### src/rtl/mem_stage_ctrl_if.sv
// -----------------------------------------------------------------------------
// mem_stage_ctrl_if
// Bus between the MEM-stage controller and a multi-cycle data memory with a
// Stall/Done/Err/CacheHit handshake.
//   master (controller): drives mem_addr, mem_wdata, mem_rd, mem_wr, mem_dump;
//                        receives mem_rdata, mem_done, mem_stall, mem_err, mem_hit
//   slave  (memory)    : the mirror image
// DATA_W / ADDR_W must match the parameters of the controller that uses it.
// -----------------------------------------------------------------------------
interface mem_stage_ctrl_if #(
    parameter int DATA_W = 16,
    parameter int ADDR_W = 16
);
    logic [ADDR_W-1:0] mem_addr;
    logic [DATA_W-1:0] mem_wdata;
    logic              mem_rd;
    logic              mem_wr;
    logic              mem_dump;
    logic [DATA_W-1:0] mem_rdata;
    logic              mem_done;
    logic              mem_stall;
    logic              mem_err;
    logic              mem_hit;

    modport master (
        output mem_addr, mem_wdata, mem_rd, mem_wr, mem_dump,
        input  mem_rdata, mem_done, mem_stall, mem_err, mem_hit
    );

    modport slave (
        input  mem_addr, mem_wdata, mem_rd, mem_wr, mem_dump,
        output mem_rdata, mem_done, mem_stall, mem_err, mem_hit
    );
endinterface

### src/rtl/mem_stage_ctrl.sv
// -----------------------------------------------------------------------------
// mem_stage_ctrl
// MEM-stage controller: issues loads/stores to a multi-cycle data memory,
// stalls the pipeline until the memory reports done, registers load data,
// flags unaligned / conflicting / timed-out / memory-reported errors (sticky),
// and keeps saturating access and hit counters.
// Ports:
//   clk, rst              clock, asynchronous active-high reset
//   aluOutput, writeData  address / store data from EX/MEM
//   memRead, memWrite     load / store request
//   dump                  createdump request, forwarded as mem_dump
//   readData              registered load data
//   stall_out             freezes IF, ID, EX and MEM
//   done_out              one-cycle completion pulse (RESP state)
//   err_out               sticky error flag, cleared only by rst
//   access_cnt, hit_cnt   saturating performance counters
//   bus                   memory side (mem_stage_ctrl_if.master)
// -----------------------------------------------------------------------------
module mem_stage_ctrl #(
    parameter int DATA_W  = 16,
    parameter int ADDR_W  = 16,
    parameter int TIMEOUT = 63,
    parameter int CNT_W   = 16
) (
    input  logic              clk,
    input  logic              rst,
    input  logic [ADDR_W-1:0] aluOutput,
    input  logic [DATA_W-1:0] writeData,
    input  logic              memRead,
    input  logic              memWrite,
    input  logic              dump,
    output logic [DATA_W-1:0] readData,
    output logic              stall_out,
    output logic              done_out,
    output logic              err_out,
    output logic [CNT_W-1:0]  access_cnt,
    output logic [CNT_W-1:0]  hit_cnt,
    mem_stage_ctrl_if.master  bus
);

    typedef enum logic [1:0] {
        IDLE = 2'd0,
        BUSY = 2'd1,
        RESP = 2'd2
    } state_t;

    localparam int TMO_W = (TIMEOUT < 2) ? 1 : $clog2(TIMEOUT + 1);
    // Byte-offset bits that must be zero; all-zero mask for DATA_W=8.
    localparam logic [ADDR_W-1:0] ALIGN_MASK = ADDR_W'(DATA_W / 8 - 1);
    // BUSY cycles are counted from 0, so the last permitted one holds TIMEOUT-1.
    localparam logic [TMO_W-1:0]  TMO_LAST   = TMO_W'(TIMEOUT - 1);

    state_t            state_r;
    logic [ADDR_W-1:0] addr_r;
    logic [DATA_W-1:0] wdata_r;
    logic              rd_r;
    logic              wr_r;
    logic [TMO_W-1:0]  tmo_cnt_r;
    logic [DATA_W-1:0] read_data_r;
    logic              done_r;
    logic              err_r;
    logic [CNT_W-1:0]  access_cnt_r;
    logic [CNT_W-1:0]  hit_cnt_r;

    logic              req_s;
    logic              bad_req_s;
    logic              issue_s;
    logic              capture_s;
    logic              capture_rd_s;
    logic              tmo_hit_s;
    logic              rd_s;
    logic              wr_s;
    logic              stall_s;
    logic [ADDR_W-1:0] addr_s;
    logic [DATA_W-1:0] wdata_s;

    // mem_stall is informational only and never steers control.
    logic              unused_s;
    assign unused_s = bus.mem_stall;

    function automatic logic [CNT_W-1:0] sat_inc(input logic [CNT_W-1:0] v);
        return (&v) ? v : v + CNT_W'(1);
    endfunction

    // Request classification and completion / timeout detection.
    always_comb begin
        req_s        = memRead | memWrite;
        bad_req_s    = 1'b0;
        issue_s      = 1'b0;
        capture_s    = 1'b0;
        capture_rd_s = memRead;
        tmo_hit_s    = 1'b0;
        case (state_r)
            IDLE: begin
                if (req_s) begin
                    if ((memRead & memWrite) || ((aluOutput & ALIGN_MASK) != '0)) begin
                        bad_req_s = 1'b1;
                    end else begin
                        issue_s = 1'b1;
                    end
                end else begin
                    bad_req_s = 1'b0;
                end
                capture_s    = issue_s & bus.mem_done;
                capture_rd_s = memRead;
            end
            BUSY: begin
                capture_s    = bus.mem_done;
                capture_rd_s = rd_r;
                tmo_hit_s    = ~bus.mem_done & (tmo_cnt_r == TMO_LAST);
            end
            RESP: begin
                capture_s = 1'b0;
            end
            default: begin
                capture_s = 1'b0;
            end
        endcase
    end

    // Memory-side strobes, address/data mux and stall; BUSY uses issue-time copies.
    always_comb begin
        rd_s    = 1'b0;
        wr_s    = 1'b0;
        stall_s = 1'b0;
        addr_s  = aluOutput;
        wdata_s = writeData;
        case (state_r)
            IDLE: begin
                if (issue_s) begin
                    rd_s    = memRead;
                    wr_s    = memWrite;
                    stall_s = 1'b1;
                end else begin
                    rd_s    = 1'b0;
                    wr_s    = 1'b0;
                    stall_s = 1'b0;
                end
            end
            BUSY: begin
                rd_s    = rd_r;
                wr_s    = wr_r;
                stall_s = 1'b1;
                addr_s  = addr_r;
                wdata_s = wdata_r;
            end
            RESP: begin
                stall_s = 1'b0;
            end
            default: begin
                stall_s = 1'b0;
            end
        endcase
    end

    // Strobes and stall are forced low while rst is high, without waiting for an edge.
    assign bus.mem_rd    = rd_s & ~rst;
    assign bus.mem_wr    = wr_s & ~rst;
    assign stall_out     = stall_s & ~rst;
    assign bus.mem_addr  = addr_s;
    assign bus.mem_wdata = wdata_s;
    assign bus.mem_dump  = dump;

    assign readData   = read_data_r;
    assign done_out   = done_r;
    assign err_out    = err_r;
    assign access_cnt = access_cnt_r;
    assign hit_cnt    = hit_cnt_r;

    // Controller FSM with issue-time copies, result capture, error and counters.
    always_ff @(posedge clk or posedge rst) begin
        if (rst) begin
            state_r      <= IDLE;
            addr_r       <= '0;
            wdata_r      <= '0;
            rd_r         <= 1'b0;
            wr_r         <= 1'b0;
            tmo_cnt_r    <= '0;
            read_data_r  <= '0;
            done_r       <= 1'b0;
            err_r        <= 1'b0;
            access_cnt_r <= '0;
            hit_cnt_r    <= '0;
        end else begin
            done_r <= 1'b0;

            if (bus.mem_err || bad_req_s || tmo_hit_s) begin
                err_r <= 1'b1;
            end

            if (capture_s) begin
                if (capture_rd_s) begin
                    read_data_r <= bus.mem_rdata;
                end
                access_cnt_r <= sat_inc(access_cnt_r);
                if (bus.mem_hit) begin
                    hit_cnt_r <= sat_inc(hit_cnt_r);
                end
            end

            case (state_r)
                IDLE: begin
                    if (issue_s) begin
                        addr_r    <= aluOutput;
                        wdata_r   <= writeData;
                        rd_r      <= memRead;
                        wr_r      <= memWrite;
                        tmo_cnt_r <= '0;
                        if (bus.mem_done) begin
                            state_r <= RESP;
                            done_r  <= 1'b1;
                        end else begin
                            state_r <= BUSY;
                        end
                    end
                end
                BUSY: begin
                    if (bus.mem_done) begin
                        state_r <= RESP;
                        done_r  <= 1'b1;
                        rd_r    <= 1'b0;
                        wr_r    <= 1'b0;
                    end else if (tmo_hit_s) begin
                        state_r <= IDLE;
                        rd_r    <= 1'b0;
                        wr_r    <= 1'b0;
                    end else begin
                        tmo_cnt_r <= tmo_cnt_r + TMO_W'(1);
                    end
                end
                RESP: begin
                    // The MEM-stage instruction advances here; nothing is re-issued.
                    state_r <= IDLE;
                end
                default: begin
                    state_r <= IDLE;
                end
            endcase
        end
    end

endmodule

### src/flat_wrapper.sv
// flat-port wrapper written by rule: the top's interface ports become plain ports
module mem_stage_ctrl_flat 
#(
    parameter int DATA_W  = 16,
    parameter int ADDR_W  = 16,
    parameter int TIMEOUT = 63,
    parameter int CNT_W   = 16
)
  (clk, rst, aluOutput, writeData, memRead, memWrite, dump, readData, stall_out, done_out, err_out, access_cnt, hit_cnt, bus_mem_addr, bus_mem_wdata, bus_mem_rd, bus_mem_wr, bus_mem_dump, bus_mem_rdata, bus_mem_done, bus_mem_stall, bus_mem_err, bus_mem_hit);
  mem_stage_ctrl_if #(.DATA_W(DATA_W), .ADDR_W(ADDR_W)) bus_i ();
  input  logic clk;
  input  logic rst;
  input  logic [ADDR_W-1:0] aluOutput;
  input  logic [DATA_W-1:0] writeData;
  input  logic memRead;
  input  logic memWrite;
  input  logic dump;
  output logic [DATA_W-1:0] readData;
  output logic stall_out;
  output logic done_out;
  output logic err_out;
  output logic [CNT_W-1:0] access_cnt;
  output logic [CNT_W-1:0] hit_cnt;
  output wire logic [$bits(bus_i.mem_addr)-1:0] bus_mem_addr;
  output wire logic [$bits(bus_i.mem_wdata)-1:0] bus_mem_wdata;
  output wire logic [$bits(bus_i.mem_rd)-1:0] bus_mem_rd;
  output wire logic [$bits(bus_i.mem_wr)-1:0] bus_mem_wr;
  output wire logic [$bits(bus_i.mem_dump)-1:0] bus_mem_dump;
  input wire logic [$bits(bus_i.mem_rdata)-1:0] bus_mem_rdata;
  input wire logic [$bits(bus_i.mem_done)-1:0] bus_mem_done;
  input wire logic [$bits(bus_i.mem_stall)-1:0] bus_mem_stall;
  input wire logic [$bits(bus_i.mem_err)-1:0] bus_mem_err;
  input wire logic [$bits(bus_i.mem_hit)-1:0] bus_mem_hit;
  assign bus_mem_addr = bus_i.mem_addr;
  assign bus_mem_wdata = bus_i.mem_wdata;
  assign bus_mem_rd = bus_i.mem_rd;
  assign bus_mem_wr = bus_i.mem_wr;
  assign bus_mem_dump = bus_i.mem_dump;
  assign bus_i.mem_rdata = bus_mem_rdata;
  assign bus_i.mem_done = bus_mem_done;
  assign bus_i.mem_stall = bus_mem_stall;
  assign bus_i.mem_err = bus_mem_err;
  assign bus_i.mem_hit = bus_mem_hit;
  mem_stage_ctrl #(.DATA_W(DATA_W), .ADDR_W(ADDR_W), .TIMEOUT(TIMEOUT), .CNT_W(CNT_W)) u_core (.clk(clk), .rst(rst), .aluOutput(aluOutput), .writeData(writeData), .memRead(memRead), .memWrite(memWrite), .dump(dump), .readData(readData), .stall_out(stall_out), .done_out(done_out), .err_out(err_out), .access_cnt(access_cnt), .hit_cnt(hit_cnt), .bus(bus_i));
endmodule
### config.mk
export PLATFORM = sky130hd
export DESIGN_NAME = mem_stage_ctrl_flat
export DESIGN_NICKNAME = d
export VERILOG_FILES = /design/src/rtl/mem_stage_ctrl_if.sv /design/src/rtl/mem_stage_ctrl.sv /design/src/flat_wrapper.sv
export SDC_FILE = /design/constraint.sdc
export NUM_CORES = 1
export LEC_CHECK = 0
export ABC_AREA = 1
export ABC_CLOCK_PERIOD_IN_PS = 3700
export CORE_MARGIN = 3
export CORE_UTILIZATION = 45
export CTS_BUF_LIST = sky130_fd_sc_hd__clkbuf_2 sky130_fd_sc_hd__clkbuf_4 sky130_fd_sc_hd__clkbuf_8
export DETAILED_ROUTE_END_ITERATION = 8
export GPL_ROUTABILITY_DRIVEN = 0
export PLACE_DENSITY_LB_ADDON = 0.08
export SLEW_MARGIN = 10
export SYNTH_ARGS = -nofsm -noshare
export SYNTH_HDL_FRONTEND = slang
export SYNTH_SLANG_ARGS = --single-unit
### constraint.sdc
create_clock -name clk -period 3.7 [get_ports clk]
set_input_delay 1.11 -clock clk [delete_from_list [all_inputs] [get_ports clk]]
set_output_delay 1.11 -clock clk [all_outputs]
set_load 0.05 [all_outputs]
==> impl_results.md, run 1 <==
* Post-CTS Resized at 0
* Crit path kind: in -> out
* Diode count at 0
* Clock transition at path regs at 90 ps
* Final Net Count at 866
* Clk_skew at around 13 ps
* WL per Instance at 13.3 um
* Syn nets at between 700 and 800
* Synth Register Bits at 92
* Crit Path Max Fanout at 4
* Routed met3 length at 539 um
* Syn Inst Count at between 600 and 700
* Slew Viols, Final at 0
* Final WS setup at 82.1 ps
* First-pass GRT wire length at 20500 um
* Avg Synthesized Cell Area at 7.32 sq um
* Initial antenna violation count at 0
* Total GRT Usage at 21.1%
* Worst Setup End Kind: output pin
* Core ar. at between 0.01 and 0.015 sq mm
* Drc violations at 0
* Worst hold path class: reg -> reg
* Vias at ~4.6k
* Area grow syn2layout at 43.7%
* Cell count after placement at 930
* Clk_lat worst skew at 360 ps
* PD cells at 537 mW/mm^2
* Rows at 37
* Fin crit share at between 90% and 100%
* Sequential share of the synthesized area at between 40% and 50%
* I/O Buffers at between 100 and 150
* # IOs at 143
* Static Leakage at 3.33 nW
* Die height at 110 um
* Root Buffer Master: clkbuf_8
* CTS tree: built
* Worst slew pin tran at 882 ps
* Via density at 4.91
* Drt initial violations at 273
* Die area at 0.0122 sq mm
* Seq pwr share at a little over a third
* Critical Path Source Type: primary input
* Post-DP HPWL at 9280 um
* Fill cells at 901
* Antenna Nets Post-Route at 0
* RSZ-0062 raised after global routing: true
* Highest metal used: met4
* Fin Setup TNS at 0 ps
* Met2 WL at 6500 um
* WL met1 at approximately 5300 um
* Wirelength, routed at 12500 um
* Design Power at 3.78 mW
* GRT overflow at 0
* Max_slew headroom at 41.1%
* Logic pwr share at 42.0%
* Non-filler cells, final at 946
* Post-CTS Setup Inserts at 0
* Max VDD drop at about 0.44 mV
* Post-Syn Area at 0.00490 sq mm
* H-tree levels at 3
* Via count of the first global-routing pass at about 4.5k
* F_max at around 0.28 GHz
* Internal at 2.25 mW
* Die X-Extent at approximately 110 um
* Endpoints failing setup at 0
* Synth warn at 0
* Share of post-route cells with drive strength above 1 at 10.4%
* Final Util at 67.3%
* # Max-Cap Violations at 0
* DRT Pass-1 Iters at 4
* Largest net degree at the start of global routing at 55
* Clock power frac at between 20% and 30%
* Minimum clock period at 3620 ps
* CTS buffer count at 9
* Longest Clk Path Bufs at 2
* Outcome: completed
* Post-synthesis cell type count at 25
* Hold-fix buffers, CTS at 0
* Critical Path AT at about 2500 ps
* Fin. Hold Viols at 0
* Switching pwr at 1.53 mW
* TritonCTS Sinks at 92
* Initial core utilization at 46.8%
* Switching Fraction at 40.4%
* Critical Path RT at 2590 ps
* Place WS at 70.7 ps
==> metrics by stage <==
| step | hold slack [ps] | cell area, sq um |
|---|---|---|
| detailed placement | 458 | 6790 |
| global placement | 455 | 6790 |
| floorplan | 442 | 4900 |
| finish | 474 | 7040 |
| CTS | 481 | 7030 |
| global route | 507 | 7040 |
==> layout make-up <==
class | instances | area (sq um) | share of cell area, %
Clock buffer | 9 | 124 | 1.76
Clock inverter | 7 | 123 | 1.74
Inverter | 64 | 241 | 3.43
Multi-Input combinational cell | 486 | 2210 | 31.5
Sequential cell | 92 | 2300 | 32.7
Tap cell | 136 | 170 | 2.42
Timing Repair Buffer | 152 | 1860 | 26.5
==> placed cells by master, fill, tap and decap left out <==
cell type        netlist  layout
clkdlybuf4s50_1        0     104
xor2_1                 9       9
inv_1                 61      60
or2_2                  1       1
ha_1                   4       4
nand4_1               10      10
nand3_1               51      51
clkinvlp_4             0       2
inv_2                  3       3
a21oi_1                5       3
and2_1                 1       1
xnor2_1                7       7
buf_12                 0      37
nand2_2                5       5
buf_4                  2      11
o21ai_0               73      73
nor2_4                 2       2
nor2_2                 4       4
nand2_1              270     270
clkbuf_8               0       9
nand2_4                2       2
o311ai_0               1       1
nand3b_1               5       5
dfrtp_1               92      92
a21oi_2                0       2
bufinv_16              0       3
nor2_1                36      36
clkinv_2               0       1
inv_6                  0       2
==> routing by layer <==
metal | up-vias | track usage (%)
met1 | 2185 | 26.2
met4 | 0 | 4.75
met2 | 80 | 37.4
met5 | - | 0
li1 | 2365 | -
met3 | 11 | 4.95
==> worst paths after layout <==
| path | slack (ps) | depth (start not counted) | to | start |
|---|---|---|---|---|
| setup / recovery | 80 | 8 | bus_mem_rd | memWrite |
| hold / removal | 470 | 2 | u_core.readData[6] | u_core.readData[6] |
| setup reg to reg | 1270 | 10 | u_core.access_cnt[10] | u_core.state_r[1] |
| hold reg to reg | 470 | 2 | u_core.readData[6] | u_core.readData[6] |
| max in group asynchronous | 1650 | 3 | u_core.tmo_cnt_r[3] | rst |
| min in group asynchronous | 1370 | 2 | u_core.addr_r[7] | rst |
==> power groups by stage <==
stage | Clock, mW | Sequential (mW) | Combinational, mW
5_1_grt | 0.890 | 1.41 | 1.69
2_1_floorplan | 0 | 1.77 | 0.567
3_5_place_dp | 0 | 1.39 | 1.60
3_3_place_gp | 0 | 1.38 | 1.57
6_report | 0.823 | 1.37 | 1.59
4_1_cts | 0.848 | 1.37 | 1.60
==> sequential cells by signal, summed over array words and instances, names as in the netlist <==
signal	flops
u_core.readData	16
u_core.rd_r	1
u_core.hit_cnt	16
u_core.err_out	1
u_core.wdata_r	16
u_core.addr_r	16
u_core.access_cnt	16
u_core.wr_r	1
u_core.done_out	1
u_core.state_r	2
u_core.tmo_cnt_r	6
==> cell usage after synthesis (all sizes together) <==
cell,count,area (sq um)
a21oi,5,25.0
nand2,277,1070
xor2,9,78.8
or2,1,6.26
clkbuf,8,30.0
inv,64,240
dfrtp,92,2300
nand3,51,255
o21ai,73,365
nor2,42,183
xnor2,7,61.3
ha,4,50.1
o311ai,1,8.76
nand3b,5,37.5
nand4,10,62.6
buf,19,118
and2,1,6.26
==> kinds of logic (layout without fill, tap and decap cells) <==
| logic type | count (synthesis) | after routing | synth area share [%] |
|---|---|---|---|
| simple gates | 387 | 387 | 33.0 |
| flops | 92 | 92 | 47.0 |
| buf+inv | 91 | 232 | 7.92 |
| compound gates | 79 | 79 | 8.15 |
| xor+xnor | 16 | 16 | 2.86 |
| fa+ha+maj | 4 | 4 | 1.02 |
==> critical path, stage by stage <==
cell	delay, ps
clkdlybuf4s50_1	510
nor2_1	80
nor2_1	140
nand2_1	90
inv_1	120
nand2_1	100
a21oi_2	190
buf_12	160
Note: power is estimated with default switching activity, not from simulation.
==> run 2: changes to the inputs <==
- ABC_AREA: 1 -> default
- CORE_UTILIZATION: 45 -> 43
==> impl_results.md, run 2 <==
* Place WS at 140 ps
* Area leader, netlist: dfrtp_1
* Syn Inst Count at 485
* H-tree levels at 3
* Die X-Extent at 107 um
* Worst hold path class: reg -> reg
* Fin crit share at between 90% and 100%
* Worst Setup End Kind: output pin
* Top-area cell type share of the netlist area at 52.6%
* Drc violations at 0
* Via density at 5.04
* Max VDD drop at 0.418 mV
* Clk_lat worst skew at 360 ps
* Slowest cell on the critical path: clkdlybuf4s50_1
* Count leader, synth: nand2_1
* Largest net degree at the start of global routing at 39
* CTS buffer count at 9
* Worst Path Buf+Inv at 2
* Post-synthesis cell type count at 40
* Post-DP HPWL at about 8100 um
* Avg Synthesized Cell Area at 9.03 sq um
* TritonCTS Sinks at approximately 90
* Final Net Count at 683
* Vias at 3831
* Commonest cells in the netlist: 207 x nand2_1, 92 x dfrtp_1, 19 x xnor2_1
* WHS Path Cells at 2
* Minimum clock period at about 3600 ps
* CTS tree: built
* Most frequent cells in the layout: 207 x nand2_1, 104 x clkdlybuf4s50_1, 92 x dfrtp_1, 35 x buf_12, 19 x xnor2_1
* # IOs at 143
* Final WS setup at around 130 ps
* Wirelength, routed at 11100 um
* Via count of the first global-routing pass at 3793
* WL per Instance at 14.6 um
* R2r setup slk at 1220 ps
* Rows at 36
* # Max-Cap Violations at 0
* Max incr delay on CP at ~600 ps
* Synth Register Bits at 92
* I/O Buffers at 139
* Total GRT Usage at 20.5%
* CP cell instances: clkdlybuf4s50_1 -> nor4b_1 -> a21oi_1 -> nor3_2 -> buf_12
* Hold Path End: u_core.addr_r[14]
* Worst r2r dst: u_core.tmo_cnt_r[5]
* Share of post-route cells with drive strength above 1 at 13.2%
* Delay-heaviest family, CP: buffers and inverters
* Root Buffer Master: clkbuf_8
* Post-CTS Resized at 0
* Core ar. at 0.00982 sq mm
* Design Power at around 3.6 mW
* F_max at about 0.28 GHz
* Synth warn at 0
* Die height at 107 um
* Worst Reg2Reg Path Length in Cells at 6
* Post-Syn Area at 0.00438 sq mm
* GRT overflow at 0
* Syn nets at 546
* Drt initial violations at 241
* Critical Path AT at 2460 ps
* Fin Setup TNS at 0 ps
* Outcome: completed
* DRT Pass-1 Iters at 4
* Largest cells by area after synthesis: dfrtp_1 53%, nand2_1 18%, xnor2_1 3.8%
* Crit Path Max Fanout at 7
* RSZ-0062 raised after global routing: false
* Initial antenna violation count at 0
* PD cells at around 550 mW/mm^2
* Fin. Hold Viols at 0
* Critical Path Source Type: primary input
* Number of synthesized flops with an enable pin at 0
* Diode count at 0
* First-pass GRT wire length at around 19000 um
* Slew Viols, Final at 0
* Clk_skew at 10.4 ps
* Clock transition at path regs at roughly 90 ps
* Longest Clk Path Bufs at 2
* Top_reg_cell synth: dfrtp_1
* Antenna Nets Post-Route at 0
* Endpoints failing setup at 0
* Reg2Reg Launch Point: u_core.state_r[1]
* Crit path kind: in -> out
* Static Leakage at 3.02 nW
* Area grow syn2layout at 48.2%
* Post-CTS Setup Inserts at 0
* Commonest non-fill, non-tap cell in the layout: nand2_1
* Sequential share of the synthesized area at ~53%
* Worst Hold Launch: u_core.addr_r[14]
* Max_slew headroom at 62.5%
* Post-synth ARST share at 100%
* Initial core utilization at 44.6%
* Die area at 0.0114 sq mm
* Worst slew pin tran at 562 ps
* Final Util at approximately two thirds
* Hold-fix buffers, CTS at 0
* Critical Path RT at 2590 ps
-- run 2: cell types whose count changed after synthesis, sizes merged, moves of 19 or more --
cell   previous run  this run
o21ai            73         5
inv              64         3
mux2              0        19
nor2             42        10
nand2           277       207
nand3            51        15
-- run 2: power by group --
part	switching [mW]	internal, mW
clock network	0.369	0.288
registers	0.174	1.23
logic	0.928	0.596
total	1.47	2.11
-- run 2: metrics by stage --
stage / hold WS, ps / cell area [sq um] / std cells
floorplan: 445 / 4390 / 485
global placement: 457 / 6290 / 744
detailed placement: 462 / 6290 / 744
CTS: 483 / 6490 / 760
global route: 509 / 6490 / 760
finish: 483 / 6490 / 760
-- run 2: layout make-up --
type	instances	area [sq um]
fillers	825	3330
clock buffers	11	151
flip-flops and latches	92	2300
clock inverters	5	42.5
well taps	133	166
multi-input cells	366	1990
repair buffers	150	1820
inverters	3	12.5
-- run 2: logic make-up after synthesis --
kind of cell / synth area share (%)
and+or+nand+nor: 28.5
DFF: 52.6
xor gates and xnor gates: 6.00
buffers and inverters: 2.57
AOI/OAI and AO/OA: 3.89
muxes: 5.34
adders and majority gates: 1.14
-- run 2: per-layer routing --
layer	vias to the layer above	global-route usage, %	routed length, um
met1	1826	28.1	4960
met4	0	7.12	178
met3	13	3.55	560
met2	120	32.9	5420
met5	-	0	0
li1	1872	-	-
-- run 2: worst reg2reg max path, stage by stage, from the launching register on --
cell and delay (ps):
dfrtp_1 530, nand2b_1 390, buf_4 330, a311o_1 380, and2_1 220, or3_1 370
a21oi_1 170
-- run 2: worst max-delay path by stage --
stage / from / to / slack, ps / depth (start not counted)
floorplan: rst / u_core.access_cnt[0] / 200 / 1
global placement: memRead / stall_out / 140 / 5
detailed placement: memRead / stall_out / 140 / 5
CTS: memRead / stall_out / 130 / 5
global route: aluOutput[0] / bus_mem_rd / 10 / 5
finish: memRead / bus_mem_rd / 130 / 5
==> run 3: changes to the inputs <==
- ABC_AREA: default -> 0
- CORE_MARGIN: 3 -> default
==> impl_results.md, run 3 (synthesized netlist as in run 2, its figures left out) <==
* Switching pwr at 1.46 mW
* Initial core utilization at between 40% and 50%
* Longest Clk Path Bufs at 2
* WL per Instance at 14.4 um
* H-tree levels at 3
* Switching Fraction at 41.0%
* Worst r2r dst: u_core.tmo_cnt_r[3]
* Max VDD drop at between 0.4 and 0.5 mV
* Post-CTS Setup Inserts at 0
* Most frequent cells in the layout: 207 x nand2_1, 104 x clkdlybuf4s50_1, 92 x dfrtp_1, 37 x buf_12, 19 x xnor2_1
* Clk_lat worst skew at 350 ps
* Final Net Count at 682
* # IOs at 143
* RSZ-0062 raised after global routing: false
* Fin Setup TNS at 0 ps
* Clk_skew at 8.79 ps
* Rows at 36
* Fin. Hold Viols at 0
* F_max at around 0.28 GHz
* Total GRT Usage at 21.3%
* Vias at 3816
* I/O Buffers at 139
* Slew Viols, Final at 0
* Worst Reg2Reg Path Length in Cells at 6
* Die X-Extent at approximately 100 um
* Worst hold path class: reg -> reg
* WHS Path Cells at 2
* Minimum clock period at 3570 ps
* Dpl cell area at between 0.006 and 0.007 sq mm
* # Max-Cap Violations at 0
* Post-DP HPWL at 7820 um
* Clock power frac at 17.8%
* CTS tree: built
* Fin crit share at 96.5%
* Post-CTS Resized at 0
* TritonCTS Sinks at just over 90
* Drc violations at 0
* R2r setup slk at 1450 ps
* Fill cells at 825
* Via density at 5.03
* DRT Pass-1 Iters at 4
* Share of post-route cells with drive strength above 1 at 13.1%
* PD cells at 549 mW/mm^2
* Worst slew pin tran at 628 ps
* Critical Path Source Type: primary input
* Worst Hold Launch: u_core.wdata_r[8]
* Non-filler cells, final at approximately 760
* Crit Path Max Fanout at 7
* Initial antenna violation count at 0
* Cell count after placement at 743
* Reg2Reg Launch Point: u_core.state_r[1]
* Critical Path AT at 2460 ps
* Final Hold Slack at 482 ps
* Die height at 103 um
* Wirelength, routed at 10900 um
* Seq pwr share at 39.3%
* Hold-fix buffers, CTS at 0
* Die area at 0.0106 sq mm
* Hold Path End: u_core.wdata_r[8]
* Diode count at 0
* CTS buffer count at 9
* Via count of the first global-routing pass at 3669
* Area grow syn2layout at 48.5%
* Max_slew headroom at 58.1%
* First-pass GRT wire length at 17400 um
* Crit path kind: in -> out
* Outcome: completed
* Critical Path RT at 2590 ps
* Core ar. at between 0.009 and 0.01 sq mm
* Internal at 2.11 mW
* Clock transition at path regs at 80 ps
* Logic pwr share at 42.9%
* Antenna Nets Post-Route at 0
* GRT overflow at 0
* Drt initial violations at 179
* Design Power at 3.57 mW
* Cell area after layout at 0.00650 sq mm
* Worst Setup End Kind: output pin
* Root Buffer Master: clkbuf_8
* Static Leakage at 3.02 nW
* Endpoints failing setup at 0
* Largest net degree at the start of global routing at between 50 and 60
* Commonest non-fill, non-tap cell in the layout: nand2_1
==> run 3: stage by stage <==
stage	setup slack, ps	util [%]
4_1_cts	123	66.2
3_5_place_dp	141	64.3
2_1_floorplan	198	-
3_3_place_gp	172	64.3
6_report	129	66.2
5_1_grt	72.7	66.2
==> run 3: worst max path at each step <==
stage / from / endpoint
final: memRead / bus_mem_rd
after global routing: memRead / bus_mem_rd
after CTS: memRead / bus_mem_rd
after detailed placement: memRead / bus_mem_rd
after global placement: memRead / bus_mem_rd
after floorplan: rst / u_core.access_cnt[0]
==> run 3: area by class of cell <==
cell class                      count  area [sq um]  share of cell area, %
Timing Repair Buffer              149          1840                   28.3
Sequential cell                    92          2300                   35.4
Inverter                            3          12.5                  0.192
Clock inverter                      5          46.3                  0.712
Clock buffer                       11           145                   2.23
Tap cell                          133           166                   2.56
Multi-Input combinational cell    366          1990                   30.6
==> run 3: worst max-delay path: stages <==
cell	delay [ps]
clkdlybuf4s50_1	600
nor4b_1	290
a21oi_1	90
nor3_2	190
buf_12	180
==> run 3: power by group through the flow <==
stage / sequential [mW] / clock (mW) / combinational (mW)
6_report: 1.40 / 0.635 / 1.53
5_1_grt: 1.44 / 0.702 / 1.62
4_1_cts: 1.40 / 0.662 / 1.55
3_5_place_dp: 1.42 / 0 / 1.54
3_3_place_gp: 1.40 / 0 / 1.52
2_1_floorplan: 1.82 / 0 / 0.502
==> run 3: layer usage <==
metal  global-route usage, %  share of wire (%)
met1                    27.6                 45
met3                    5.29                6.2
met4                    6.61               0.97
met2                    35.4                 48
met5                       0                  0
